### config.mk
export PLATFORM = sky130hd
export DESIGN_NAME = uart_tx_fifo_flat
export DESIGN_NICKNAME = d
export VERILOG_FILES = /design/src/rtl/uart_tx_fifo_if.sv /design/src/rtl/uart_tx_fifo.sv /design/src/flat_wrapper.sv
export SDC_FILE = /design/constraint.sdc
export NUM_CORES = 1
export LEC_CHECK = 0
export CORE_MARGIN = 3
export CORE_UTILIZATION = 33
export CTS_CLUSTER_DIAMETER = 150
export CTS_CLUSTER_SIZE = 14
export DETAILED_ROUTE_END_ITERATION = 8
export GPL_TIMING_DRIVEN = 1
export SLEW_MARGIN = 20
export SYNTH_ARGS = -nofsm -noshare
export SYNTH_HDL_FRONTEND = slang
export SYNTH_SLANG_ARGS = --single-unit
### constraint.sdc
create_clock -name clk -period 3.36 [get_ports clk]
set_clock_uncertainty 0.2 [all_clocks]
set_input_delay 0.672 -clock clk [delete_from_list [all_inputs] [get_ports clk]]
set_output_delay 0.672 -clock clk [all_outputs]
set_load 0.05 [all_outputs]
### src/rtl/uart_tx_fifo_if.sv
// rtl/uart_tx_fifo_if.sv - host write port and UART feed signals of uart_tx_fifo
interface uart_tx_fifo_if #(
   parameter int DW = 8,
   parameter int AW = 4
);
   logic          wr_en;
   logic [DW-1:0] wr_data;
   logic          full;
   logic          empty;
   logic [AW:0]   count;
   logic          overflow;
   logic          busy;
   logic          uart_start;
   logic [DW-1:0] uart_txin;
   logic          uart_txdone;

   modport master (
      output wr_en, wr_data, uart_txdone,
      input  full, empty, count, overflow, busy, uart_start, uart_txin
   );

   modport slave (
      input  wr_en, wr_data, uart_txdone,
      output full, empty, count, overflow, busy, uart_start, uart_txin
   );
endinterface

### src/rtl/uart_tx_fifo.sv
// rtl/uart_tx_fifo.sv - byte FIFO that feeds a UART one frame at a time, popping only after txdone
module uart_tx_fifo #(
   parameter int DW = 8,
   parameter int AW = 4
) (
   input logic            clk,
   input logic            rst,
   uart_tx_fifo_if.slave  bus
);
   localparam int DEPTH = 1 << AW;

   typedef enum logic [1:0] {IDLE, SEND, GAP} state_t;

   state_t        state, state_nxt;
   logic [DW-1:0] mem [DEPTH];
   logic [AW-1:0] wr_ptr, rd_ptr;
   logic [AW:0]   count_q;
   logic [DW-1:0] txin_q;
   logic          ovf_q;
   logic          wr_ok, pop, start_c;

   assign bus.count     = count_q;
   assign bus.full      = (count_q == (AW+1)'(DEPTH));
   assign bus.empty     = (count_q == '0);
   assign bus.overflow  = ovf_q;
   assign bus.busy      = (state != IDLE);
   assign bus.uart_txin = txin_q;
   assign bus.uart_start = start_c;

   // full blocks a write even when a pop frees a slot on the same edge
   assign wr_ok = bus.wr_en && !bus.full;

   always_comb begin
      state_nxt = state;
      pop       = 1'b0;
      start_c   = 1'b0;
      case (state)
         IDLE: begin
            if (!bus.empty) begin
               pop       = 1'b1;
               state_nxt = SEND;
            end
         end
         SEND: begin
            start_c = 1'b1;
            if (bus.uart_txdone) state_nxt = GAP;
         end
         GAP:     state_nxt = IDLE;
         default: state_nxt = IDLE;
      endcase
   end

   always_ff @(posedge clk) begin
      if (rst) begin
         state   <= IDLE;
         wr_ptr  <= '0;
         rd_ptr  <= '0;
         count_q <= '0;
         txin_q  <= '0;
         ovf_q   <= 1'b0;
      end else begin
         state <= state_nxt;
         if (wr_ok) wr_ptr <= wr_ptr + 1'b1;
         if (bus.wr_en && bus.full) ovf_q <= 1'b1;
         if (pop) begin
            txin_q <= mem[rd_ptr];
            rd_ptr <= rd_ptr + 1'b1;
         end
         case ({wr_ok, pop})
            2'b10:   count_q <= count_q + 1'b1;
            2'b01:   count_q <= count_q - 1'b1;
            default: count_q <= count_q;
         endcase
      end
   end

   // storage is deliberately not reset; only entries between the pointers are ever read
   always_ff @(posedge clk) begin
      if (wr_ok && !rst) mem[wr_ptr] <= bus.wr_data;
   end
endmodule

### src/flat_wrapper.sv
// flat-port wrapper written by rule: the top's interface ports become plain ports
module uart_tx_fifo_flat 
#(
   parameter int DW = 8,
   parameter int AW = 4
)
  (clk, rst, bus_wr_en, bus_wr_data, bus_uart_txdone, bus_full, bus_empty, bus_count, bus_overflow, bus_busy, bus_uart_start, bus_uart_txin);
  uart_tx_fifo_if #(.DW(DW), .AW(AW)) bus_i ();
  input logic clk;
  input logic rst;
  input wire logic [$bits(bus_i.wr_en)-1:0] bus_wr_en;
  input wire logic [$bits(bus_i.wr_data)-1:0] bus_wr_data;
  input wire logic [$bits(bus_i.uart_txdone)-1:0] bus_uart_txdone;
  output wire logic [$bits(bus_i.full)-1:0] bus_full;
  output wire logic [$bits(bus_i.empty)-1:0] bus_empty;
  output wire logic [$bits(bus_i.count)-1:0] bus_count;
  output wire logic [$bits(bus_i.overflow)-1:0] bus_overflow;
  output wire logic [$bits(bus_i.busy)-1:0] bus_busy;
  output wire logic [$bits(bus_i.uart_start)-1:0] bus_uart_start;
  output wire logic [$bits(bus_i.uart_txin)-1:0] bus_uart_txin;
  assign bus_i.wr_en = bus_wr_en;
  assign bus_i.wr_data = bus_wr_data;
  assign bus_i.uart_txdone = bus_uart_txdone;
  assign bus_full = bus_i.full;
  assign bus_empty = bus_i.empty;
  assign bus_count = bus_i.count;
  assign bus_overflow = bus_i.overflow;
  assign bus_busy = bus_i.busy;
  assign bus_uart_start = bus_i.uart_start;
  assign bus_uart_txin = bus_i.uart_txin;
  uart_tx_fifo #(.DW(DW), .AW(AW)) u_core (.clk(clk), .rst(rst), .bus(bus_i));
endmodule
[Word level (Yosys, flattened, before mapping)]
Memories as Yosys holds them, arrays and structs flattened. A register that Yosys moved wholly into a read port is not among the register bits.
Cells that the tools add are included.
Word-level totals
  flip-flop bits (word level): 16
  memories: 1
  bits of input ports: 12
  memory bits (writable): 128
  output and inout port bits: 18
Memory list
  u_core.mem: depth 16, width 8, read ports 1, clocked after memory_dff 1, write ports 1, RTL line uart_tx_fifo.sv:15  | logic [DW-1:0] mem [DEPTH];
Operators by class
  equal/unequal tests: 6
  muxes and demuxes: 9
  add/subtract/negate cells: 4
  reduce and logical (&&, ||, !) cells: 10
Operators with widths (number)
  $pmux 5 s2: 1
  $add 4x1->4 const B: 2
  $add 5x1->5 const B: 1
  $eq 5x5->1 const B: 1
  $logic_not 5->1: 1
  $mux 1: 5
  $sub 5x1->5 const B: 1
  $eq 2x1->1 const B: 2
  $mux 2: 2
  $ne 2x2->1 const B: 2
  $pmux 2 s2: 1
  $reduce_bool 2->1: 2
  $logic_and 1x1->1: 3
  $eq 2x2->1 const B: 1
  $logic_not 1->1: 2
  $logic_not 2->1: 1
  $reduce_and 2->1: 1

[Logic depth before layout (Yosys ltp)]
Gate-level depths: netlist of the first run.
  word-level depth: 6
  gate-level depth with buffers: 13

[Worst setup path before layout of the first run]
Ideal clock, no wire load.
  kind: reg2reg
  start: register u_core.count_q[1] (netlist: u_core.bus.count[1])
  end: register u_core.count_q[2] (netlist: u_core.bus.count[2])
  slack: 183 ps
  path buffers: 2
  required time: 3101 ps
  cell stages (with the launch flop): 13
  data arrival time: 2918 ps
  setup time: 59 ps
  path through: dfxtp_1 -> buf_6 -> or4_4 -> o21ai_4 -> inv_4 -> ha_1 -> clkbuf_1 -> xor2_1 -> ha_1 -> a31oi_1 -> xnor2_1 -> or4_1 -> nand2_1
On the way
  longest elaborated chain between the ends: 5
  elaborated cells on any way between the ends: 12
  those cells by class: 2 x add/sub; 3 x eq/ne; 3 x mux; 4 x reduce/logical
Ends and longest elaborated chain
  from (decl): RTL line uart_tx_fifo.sv:17  | logic [AW:0] count_q;
  from (signal assigned): RTL line uart_tx_fifo.sv:70  | 2'b10: count_q <= count_q + 1'b1;
  from (signal assigned): RTL line uart_tx_fifo.sv:71  | 2'b01: count_q <= count_q - 1'b1;
  from (signal assigned): RTL line uart_tx_fifo.sv:72  | default: count_q <= count_q;
  $logic_not 5->1 / $eq 5x5->1 (equally long branches): RTL line uart_tx_fifo.sv:24, uart_tx_fifo.sv:23
  $mux 1 / $logic_not 1->1 (equally long branches): RTL line uart_tx_fifo.sv:39, uart_tx_fifo.sv:31
  $mux 1 / $logic_and 1x1->1 (equally long branches): RTL line uart_tx_fifo.sv:37, uart_tx_fifo.sv:31
  $eq 2x1->1 / $eq 2x2->1 (equally long branches): RTL line uart_tx_fifo.sv:69  | case ({wr_ok, pop})
  $pmux 5 s2 / $reduce_bool 2->1 (equally long branches)
Parallel ways exist; a longest one is shown, timed or not.
A chain may end at the register's enable or synchronous reset.

[Worst setup path in the final report of the first run]
  start: register u_core.count_q[2] (netlist: u_core.bus.count[2])
  end: output port bus_empty
On the way
  longest elaborated chain between the ends: 1
Ends and longest elaborated chain
  $logic_not 5->1: RTL line uart_tx_fifo.sv:24  | assign bus.empty = (count_q == '0);
  to (decl): RTL line flat_wrapper.sv:15  | output wire logic [$bits(bus_i.empty)-1:0] bus_empty;
Every way passes these cells.

==> results of run 1 <==
==> sequential cells by signal, indices dropped and copies added (netlist names) <==
| register | flops |
|---|---|
| u_core.bus.overflow | 1 |
| u_core.wr_ptr | 4 |
| u_core.state | 2 |
| u_core.rd_ptr | 4 |
| u_core.mem | 128 |
| u_core.bus.uart_txin | 8 |
| u_core.bus.count | 5 |
==> worst min-delay path: stages (launching register included) <==
cell and delay [ps]:
dfxtp_1 330, a21oi_1 40, nor2_1 70
==> cell families (layout without fill, tap and decap cells) <==
family                     after synthesis  count (layout)  synth area share, %
muxes                                   49              49                 14.4
buffers and inverters                   27              92                 2.26
DFF                                    152             152                 69.8
AOI/OAI and AO/OA                       25              25                 3.35
and+or+nand+nor                         81              81                 7.19
adders and majority gates                8               8                 1.62
xor gates and xnor gates                10              10                 1.41
==> cell usage after synthesis (all sizes together) <==
library cell  instances  area [um^2]
edfxtp              128         3840
nor2                 33          124
mux4                 32          721
dfxtp                24          480
mux2i                17          170
buf                  14         87.6
nand2                13         48.8
nand3b               10         87.6
o221ai                9         97.6
ha                    8          100
a21oi                 7         38.8
inv                   7         28.8
xor2                  7         61.3
clkbuf                6         23.8
or3                   5         31.3
nor3                  3         15.0
o21ai                 3         26.3
xnor2                 3         26.3
a31oi                 2         12.5
nand4                 2         18.8
nor2b                 2         12.5
nor3b                 2         15.0
nor4                  2         18.8
or4                   2         18.8
and2                  1         6.26
and3b                 1         8.76
and4b                 1         10.0
nand2b                1         6.26
nand3                 1         5.00
nand4b                1         8.76
nor4bb                1         10.0
o2111ai               1         8.76
o21a                  1         7.51
o2bb2ai               1         8.76
o31ai                 1         7.51
==> power by group <==
part | internal (W) | switching (W)
sequential | 0.00216 | 0.000103
combinational | 0.000650 | 0.000937
clock | 0.00119 | 0.000786
==> layout make-up <==
type	instances	area, um^2	share of cell area [%]
clock buffers	17	425	5.70
inverters	7	28.8	0.385
well taps	229	287	3.84
repair buffers	53	483	6.47
multi-input cells	173	1730	23.2
flip-flops and latches	152	4330	57.9
clock inverters	15	189	2.53
==> per-layer routing <==
metal  vias to the layer above  share of wire (%)  GRT usage, %
met5                         -                  0             0
met2                        84                 49          20.5
met1                      1674                 45          17.2
li1                       1501                  -             -
met3                         8                4.7          3.35
met4                         0                1.0          5.25
==> final timing paths <==
check                           start                   to  slack (ps)
setup / recovery  u_core.bus.count[2]            bus_empty         160
hold / removal    u_core.bus.overflow  u_core.bus.overflow         280
setup reg to reg  u_core.bus.count[2]  u_core.bus.count[2]         360
hold reg to reg   u_core.bus.overflow  u_core.bus.overflow         280
==> through the flow <==
| stage | setup slack [ps] | instance area, um^2 | power [W] | instances |
|---|---|---|---|---|
| after floorplan | 183 | 6200 | 0.00345 | 352 |
| after global placement | 196 | 6860 | 0.00388 | 614 |
| after detailed placement | 135 | 6860 | 0.00391 | 614 |
| after CTS | 126 | 7470 | 0.00588 | 646 |
| after global routing | 89.2 | 7470 | 0.00609 | 646 |
| final | 164 | 7470 | 0.00582 | 646 |
==> impl_metrics.env, run 1 <==
export IMPL_fin_crit_sh_pct=95.1
export IMPL_yosysWarnings=0
export IMPL_initial_core_util_pct=34.0
export IMPL_dp_hpwl_um=7950
export IMPL_boundaryPins=30
export IMPL_rr_worst_depth=10
export IMPL_power_density_nw_per_um2=780
export IMPL_clk_latency_ps=420
export IMPL_htreeDepth=4
export IMPL_critPathMaxFanout=12
export IMPL_critPathBufInv=1
export IMPL_slew_violations=0
export IMPL_setup_tns_ps=0
export IMPL_hold_viol=0
export IMPL_synth_seq_cells=152
export IMPL_fin_hold_ws_ps=277
export IMPL_cts_resized=0
export IMPL_cp_arrival_ps=2320
export IMPL_routedWlPerCell_um=19.2
export IMPL_worst_slew_pin_slew_ps=583
export IMPL_hp_class="reg2reg"
export IMPL_synth_net_count=372
export IMPL_fin_crit_ps=3200
export IMPL_cts_sinks=152
export IMPL_clkSlewWorstSetupHoldPaths_ps=60
export IMPL_post_cts_buffers=0
export IMPL_start_kind="flop"
export IMPL_gp_congestion=0.803
export IMPL_coreArea_um2=18200
export IMPL_postSynthCellCount=352
export IMPL_grt_max_degree=35
export IMPL_ys_seq_area_share_pct=69.8
export IMPL_nNetsFinal=424
export IMPL_antenna_found_initial=0
export IMPL_synth_distinct_cells=47
export IMPL_drt_first_pass_iters=5
export IMPL_grt_overflow=0
export IMPL_drv_cap=0
export IMPL_syn_area_um2=6200
export IMPL_path_class="reg2out"
export IMPL_holdBufCountCts=0
export IMPL_worst_path_stages=3
export IMPL_leakagePower_nw=2.46
export IMPL_cts_root_buffer="clkbuf_16"
export IMPL_clockBufferDepth=2
export IMPL_syn_avg_cell_area_um2=17.6
export IMPL_fin_util_pct=41.0
export IMPL_fillers=1616
export IMPL_num_rows=49
export IMPL_rsz0062_at_grt="false"
export IMPL_cp_cell_sequence="or4_4, nor2_1, clkdlybuf4s50_1"
export IMPL_num_vias=3267
export IMPL_drt_antenna_violating_nets=0
export IMPL_layout_commonest_cell="edfxtp_1"
export IMPL_grt_pass1_wl_um=19500
export IMPL_timing_slew_headroom_pct=61.0
export IMPL_slowest_stage="clkdlybuf4s50_1"
export IMPL_wirelength_um=12400
export IMPL_dieHeight_um=143
export IMPL_slowest_delay_ps=810
export IMPL_mostFrequentLayoutCells="128 x edfxtp_1, 33 x nor2_1, 32 x mux4_2, 29 x clkdlybuf4s50_1"
export IMPL_area_growth_pct=20.6
export IMPL_die_area_um2=20500
export IMPL_die_x_um=143
export IMPL_drcViolationCount=0
export IMPL_setup_viol=0
export IMPL_portBuffers=29
export IMPL_n_antenna_cell=0
export IMPL_grt_pass1_vias=3375
export IMPL_gr_usage_all_layers_pct=13.0
export IMPL_viasPerCell=5.06
export IMPL_critPathTopFamily="buffers and inverters"
export IMPL_fmax_ghz=0.313
export IMPL_outcome="finished clean"
export IMPL_drive_above_1_share_pct=23.3
export IMPL_cts_buffers=17
export IMPL_min_path_cells=2
export IMPL_cts_tree="built"
export IMPL_crit_path_end_kind="primary output"
export IMPL_worst_ep_required_time_ps=2490
export IMPL_drt_initial_drc_count=206
export IMPL_ir_drop_mv=0.379
Power figures use the tool's default switching activity.
==> run 2, diff against run 1 <==
Settings changed: SETUP_SLACK_MARGIN set to 0.1.
==> run 2 against run 1 <==
  * Global-route usage is the same
  * Highest routed layer unchanged
  * Critical path type unchanged
  * Critical path depth is 1 higher
  * Largest cell class unchanged
  * Total power about the same
  * First-iteration DRC count did not move
  * Fmax up 3.5%
  * Clock power about the same
  * Clock-buffer cell count unchanged
  * Routed wire length about the same
  * Final cell count stayed put
==> impl_metrics.env, run 2 (synthesis gave the netlist of run 1 again) <==
export IMPL_start_kind="flop"
export IMPL_area_growth_pct=20.6
export IMPL_fmax_ghz=0.324
export IMPL_initial_core_util_pct=34.0
export IMPL_drv_cap=0
export IMPL_wirelength_um=12400
export IMPL_nNetsFinal=424
export IMPL_power_density_nw_per_um2=779
export IMPL_cp_cell_sequence="buf_4, nor4_2, and2_1, clkdlybuf4s50_1"
export IMPL_cts_buffers=17
export IMPL_cts_tree="built"
export IMPL_die_area_um2=20500
export IMPL_viasPerCell=5.06
export IMPL_num_rows=49
export IMPL_stdcell_count=646
export IMPL_dpl_cell_area_um2=6860
export IMPL_postLayoutCellArea_um2=7470
export IMPL_hp_class="reg2reg"
export IMPL_rsz0062_at_grt="false"
export IMPL_fin_crit_sh_pct=91.9
export IMPL_num_vias=3271
export IMPL_grt_overflow=0
export IMPL_clk_latency_ps=430
export IMPL_grt_pass1_wl_um=19500
export IMPL_cts_root_buffer="clkbuf_16"
export IMPL_cp_arrival_ps=2220
export IMPL_boundaryPins=30
export IMPL_slowest_delay_ps=800
export IMPL_htreeDepth=4
export IMPL_clockBufferDepth=2
export IMPL_largest_reg_flops=128
export IMPL_coreArea_um2=18200
export IMPL_placedCellCount=614
export IMPL_portBuffers=29
export IMPL_dieHeight_um=143
export IMPL_timing_slew_headroom_pct=61.1
export IMPL_crit_path_end_kind="primary output"
export IMPL_drt_initial_drc_count=206
export IMPL_slowest_stage="clkdlybuf4s50_1"
export IMPL_setup_tns_ps=0
export IMPL_gp_congestion=0.803
export IMPL_ir_drop_mv=0.381
export IMPL_drt_first_pass_iters=4
export IMPL_die_x_um=143
export IMPL_fin_crit_ps=3090
export IMPL_regMostFlops="u_core.mem"
export IMPL_drcViolationCount=0
export IMPL_grt_pass1_vias=3375
export IMPL_outcome="finished clean"
export IMPL_clkSlewWorstSetupHoldPaths_ps=60
export IMPL_n_antenna_cell=0
export IMPL_leakagePower_nw=2.47
export IMPL_fillers=1615
export IMPL_cts_sinks=152
export IMPL_layout_commonest_cell="edfxtp_1"
export IMPL_worst_ep_required_time_ps=2490
export IMPL_setup_viol=0
export IMPL_antenna_found_initial=0
export IMPL_mostFrequentLayoutCells="128 x edfxtp_1, 33 x nor2_1, 32 x mux4_2, 28 x clkdlybuf4s50_1"
export IMPL_gr_usage_all_layers_pct=13.0
export IMPL_slew_violations=0
export IMPL_grt_max_degree=35
export IMPL_dp_hpwl_um=7950
export IMPL_rr_worst_depth=10
export IMPL_hold_viol=0
export IMPL_routedWlPerCell_um=19.2
export IMPL_min_path_cells=2
export IMPL_worst_slew_pin_slew_ps=582
export IMPL_drt_antenna_violating_nets=0
export IMPL_path_class="reg2out"
export IMPL_drive_above_1_share_pct=23.3
export IMPL_critPathMaxFanout=9
run 2: cell count changes in the layout (fill, tap and decap cells not counted), sizes merged:
cell,before,now
clkdlybuf4s50,29,28
dlymetal6s2s,0,1
run 2: cell type report:
cell class	instances	area, um^2	area share, %
well taps	229	287	3.83
clock inverters	15	189	2.53
inverters	7	28.8	0.385
repair buffers	53	485	6.50
clock buffers	17	425	5.69
multi-input cells	173	1730	23.2
flip-flops and latches	152	4330	57.9
run 2: worst max-delay path, delay by kind of cell (launching register included):
family | cells | cell delay (ps)
buf+inv | 2 | 960
flops | 1 | 310
simple gates | 2 | 500
run 2: where the power goes:
group	switching (W)	leakage [nW]	internal, W	total [W]
Sequential	0.000103	1.35	0.00216	0.00227
Combinational	0.000937	0.818	0.000649	0.00159
Clock	0.000786	0.298	0.00118	0.00197
run 2: final timing paths:
check	start	to	slack (ps)
setup / recovery	u_core.bus.count[1]	bus_full	270
hold / removal	u_core.bus.overflow	u_core.bus.overflow	280
setup reg to reg	u_core.bus.count[2]	u_core.bus.count[2]	360
hold reg to reg	u_core.bus.overflow	u_core.bus.overflow	280
run 2: through the flow:
| stage | power, W | setup WS (ps) | hold WS (ps) | util [%] |
|---|---|---|---|---|
| 3_3_place_gp | 0.00388 | 196 | 262 | 37.6 |
| 6_report | 0.00582 | 272 | 278 | 41.0 |
| 4_1_cts | 0.00588 | 126 | 287 | 41.0 |
| 5_1_grt | 0.00609 | 174 | 341 | 41.0 |
| 2_1_floorplan | 0.00345 | 183 | 336 | - |
| 3_5_place_dp | 0.00391 | 135 | 270 | 37.6 |
run 2: layer usage:
layer  vias to the layer above  GRT usage (%)  wire [um]  share of wire, %
met1                      1674           17.2       5500                44
met5                         -              0          0                 0
met2                        88           20.5       6080                49
met4                         0           5.25        123              0.99
li1                       1500              -          -                 -
met3                         9           3.35        677               5.5
run 2: what timing repair did:
action	4_1_cts	5_1_grt
setup endpoints to repair	0	1
setup buffers	0	0
hold buffers	0	0
endpoints found under the hold margin	0	0
gates resized for setup	0	1
==> run 3, diff against run 2 <==
Settings changed: CORE_UTILIZATION 33 to 40, CTS_CLUSTER_SIZE 14 to 16, GPL_TIMING_DRIVEN 1 to unset.
==> run 3 against run 2 <==
  * Clock-buffer cell count rose by 7
  * Fmax rose by 1.4%
  * Sequential cell count did not move
  * Die area fell by 17%
  * Non-clock buffer count rose by 1
  * Critical path type unchanged
  * Critical endpoint unchanged
  * Largest cell class unchanged
  * Largest power group unchanged
==> impl_metrics.env, run 3 (synthesis gave the netlist of run 1 again) <==
export IMPL_coreArea_um2=14900
export IMPL_gr_usage_all_layers_pct=15.9
export IMPL_drt_first_pass_iters=4
export IMPL_grt_pass1_vias=3379
export IMPL_slowest_delay_ps=810
export IMPL_dp_slack_ps=126
export IMPL_viasPerCell=5.34
export IMPL_met3_length_um=814
export IMPL_placedCellCount=570
export IMPL_leakagePower_nw=2.44
export IMPL_ir_drop_mv=0.384
export IMPL_grt_max_degree=35
export IMPL_critPathTopFamily="buffers and inverters"
export IMPL_area_growth_pct=18.8
export IMPL_fillers=1237
export IMPL_clk_latency_ps=420
export IMPL_fmax_ghz=0.328
export IMPL_portBuffers=29
export IMPL_critPathMaxFanout=9
export IMPL_gp_congestion=0.732
export IMPL_cts_root_buffer="clkbuf_16"
export IMPL_cp_cell_sequence="buf_4, nor4_2, and2_1, clkdlybuf4s50_1"
export IMPL_wirelength_um=12500
export IMPL_critPathBufInv=2
export IMPL_grt_overflow=0
export IMPL_stdcell_count=602
export IMPL_largest_reg_flops=128
export IMPL_worst_ep_required_time_ps=2490
export IMPL_grt_pass1_wl_um=19400
export IMPL_cts_sinks=152
export IMPL_totalPowerFinal_w=0.00565
export IMPL_timing_slew_headroom_pct=36.1
export IMPL_p_sw_w=0.00173
export IMPL_regMostFlops="u_core.mem"
export IMPL_nNetsFinal=425
export IMPL_fin_ws_ps=315
export IMPL_die_area_um2=17000
export IMPL_path_class="reg2out"
export IMPL_fin_crit_ps=3040
export IMPL_power_internal_w=0.00392
export IMPL_sw_frac_of_total_pct=30.6
export IMPL_fin_crit_sh_pct=90.6
export IMPL_drcViolationCount=0
export IMPL_dieHeight_um=130
export IMPL_cts_buffers=17
export IMPL_mostFrequentLayoutCells="128 x edfxtp_1, 33 x nor2_1, 32 x mux4_2, 28 x clkdlybuf4s50_1, 25 x buf_4"
export IMPL_dp_hpwl_um=7660
export IMPL_hp_class="reg2reg"
export IMPL_drv_cap=0
export IMPL_setup_tns_ps=0
export IMPL_routed_wl_met2_um=6120
export IMPL_seq_power_share_pct=41.3
export IMPL_slowest_stage="clkdlybuf4s50_1"
export IMPL_routedWlPerCell_um=20.7
export IMPL_boundaryPins=30
export IMPL_die_x_um=130
export IMPL_drt_initial_drc_count=304
export IMPL_cts_tree="built"
export IMPL_power_density_nw_per_um2=768
export IMPL_pwr_share_clk_pct=32.2
export IMPL_setup_viol=0
export IMPL_fin_util_pct=49.5
export IMPL_rsz0062_at_grt="false"
export IMPL_hold_viol=0
export IMPL_initial_core_util_pct=41.7
export IMPL_worst_slew_pin_slew_ps=957
export IMPL_antenna_found_initial=0
export IMPL_drt_antenna_violating_nets=0
export IMPL_wl_met1_um=5420
export IMPL_crit_path_end_kind="primary output"
export IMPL_clkSlewWorstSetupHoldPaths_ps=60
export IMPL_cp_arrival_ps=2170
export IMPL_start_kind="flop"
export IMPL_drive_above_1_share_pct=22.2
export IMPL_num_vias=3213
export IMPL_comb_power_share_pct=26.5
export IMPL_layout_commonest_cell="edfxtp_1"
export IMPL_outcome="finished clean"
export IMPL_num_rows=44
export IMPL_dr_max_layer_used="met4"
export IMPL_slew_violations=0
export IMPL_htreeDepth=4
export IMPL_n_antenna_cell=0
export IMPL_clockBufferDepth=2
==> run 3: cell count changes in the layout (fill, tap and decap cells not counted), moves of 2 or more <==
cell,previous run,this run
inv_6,4,1
buf_4,23,25
inv_8,2,0
clkinv_4,3,1
clkbuf_1,0,6
==> run 3: power by group through the flow <==
stage               sequential (W)  combinational, W  clock [W]
detailed placement         0.00238           0.00151          0
global route               0.00236           0.00162    0.00193
finish                     0.00233           0.00150    0.00182
global placement           0.00237           0.00150          0
CTS                        0.00234           0.00152    0.00186
floorplan                  0.00250          0.000954          0
==> run 3: worst register-to-register path: cells and delay by family, from the launching register on <==
kind                     cells  cell delay [ps]
XOR/XNOR                     2              290
AO/OA/AOI/OAI                2              400
buffers and inverters        1               80
flip-flops                   1              380
AND/OR/NAND/NOR              3             1050
adder cells (fa/ha/maj)      2              510
==> run 3: metal layers <==
layer | vias to the layer above | global-route usage [%]
li1 | 1489 | -
met1 | 1634 | 20.9
met2 | 80 | 25.6
met3 | 10 | 4.47
met4 | 0 | 5.69
met5 | - | 0
==> run 3: repair_timing <==
action | 4_1_cts | 5_1_grt
endpoints found under the setup margin | 0 | 1
buffers inserted | 0 | 0
hold buffers | 0 | 0
resized for setup | 0 | 1
endpoints found under the hold margin | 0 | 0
==> run 3: final timing paths <==
path                                     startpoint                  end  slack [ps]  depth (start not counted)
worst max register to register  u_core.bus.count[0]  u_core.bus.count[2]         390                         10
worst min-delay path            u_core.bus.overflow  u_core.bus.overflow         270                          2
worst max-delay path            u_core.bus.count[1]             bus_full         320                          4
worst min register to register  u_core.bus.overflow  u_core.bus.overflow         270                          2
==> run 3: cell type report <==
cell class	count	area (um^2)	share of cell area, %
multi-input cells	173	1730	23.5
inverters	7	28.8	0.391
clock buffers	24	462	6.27
flip-flops and latches	152	4330	58.8
clock inverters	8	101	1.38
repair buffers	54	480	6.53
well taps	184	230	3.13
==> run 3: through the flow <==
step / instance area [um^2] / hold WS [ps]
floorplan: 6200 / 336
global placement: 6790 / 260
detailed placement: 6790 / 265
CTS: 7360 / 279
global route: 7360 / 296
finish: 7360 / 272
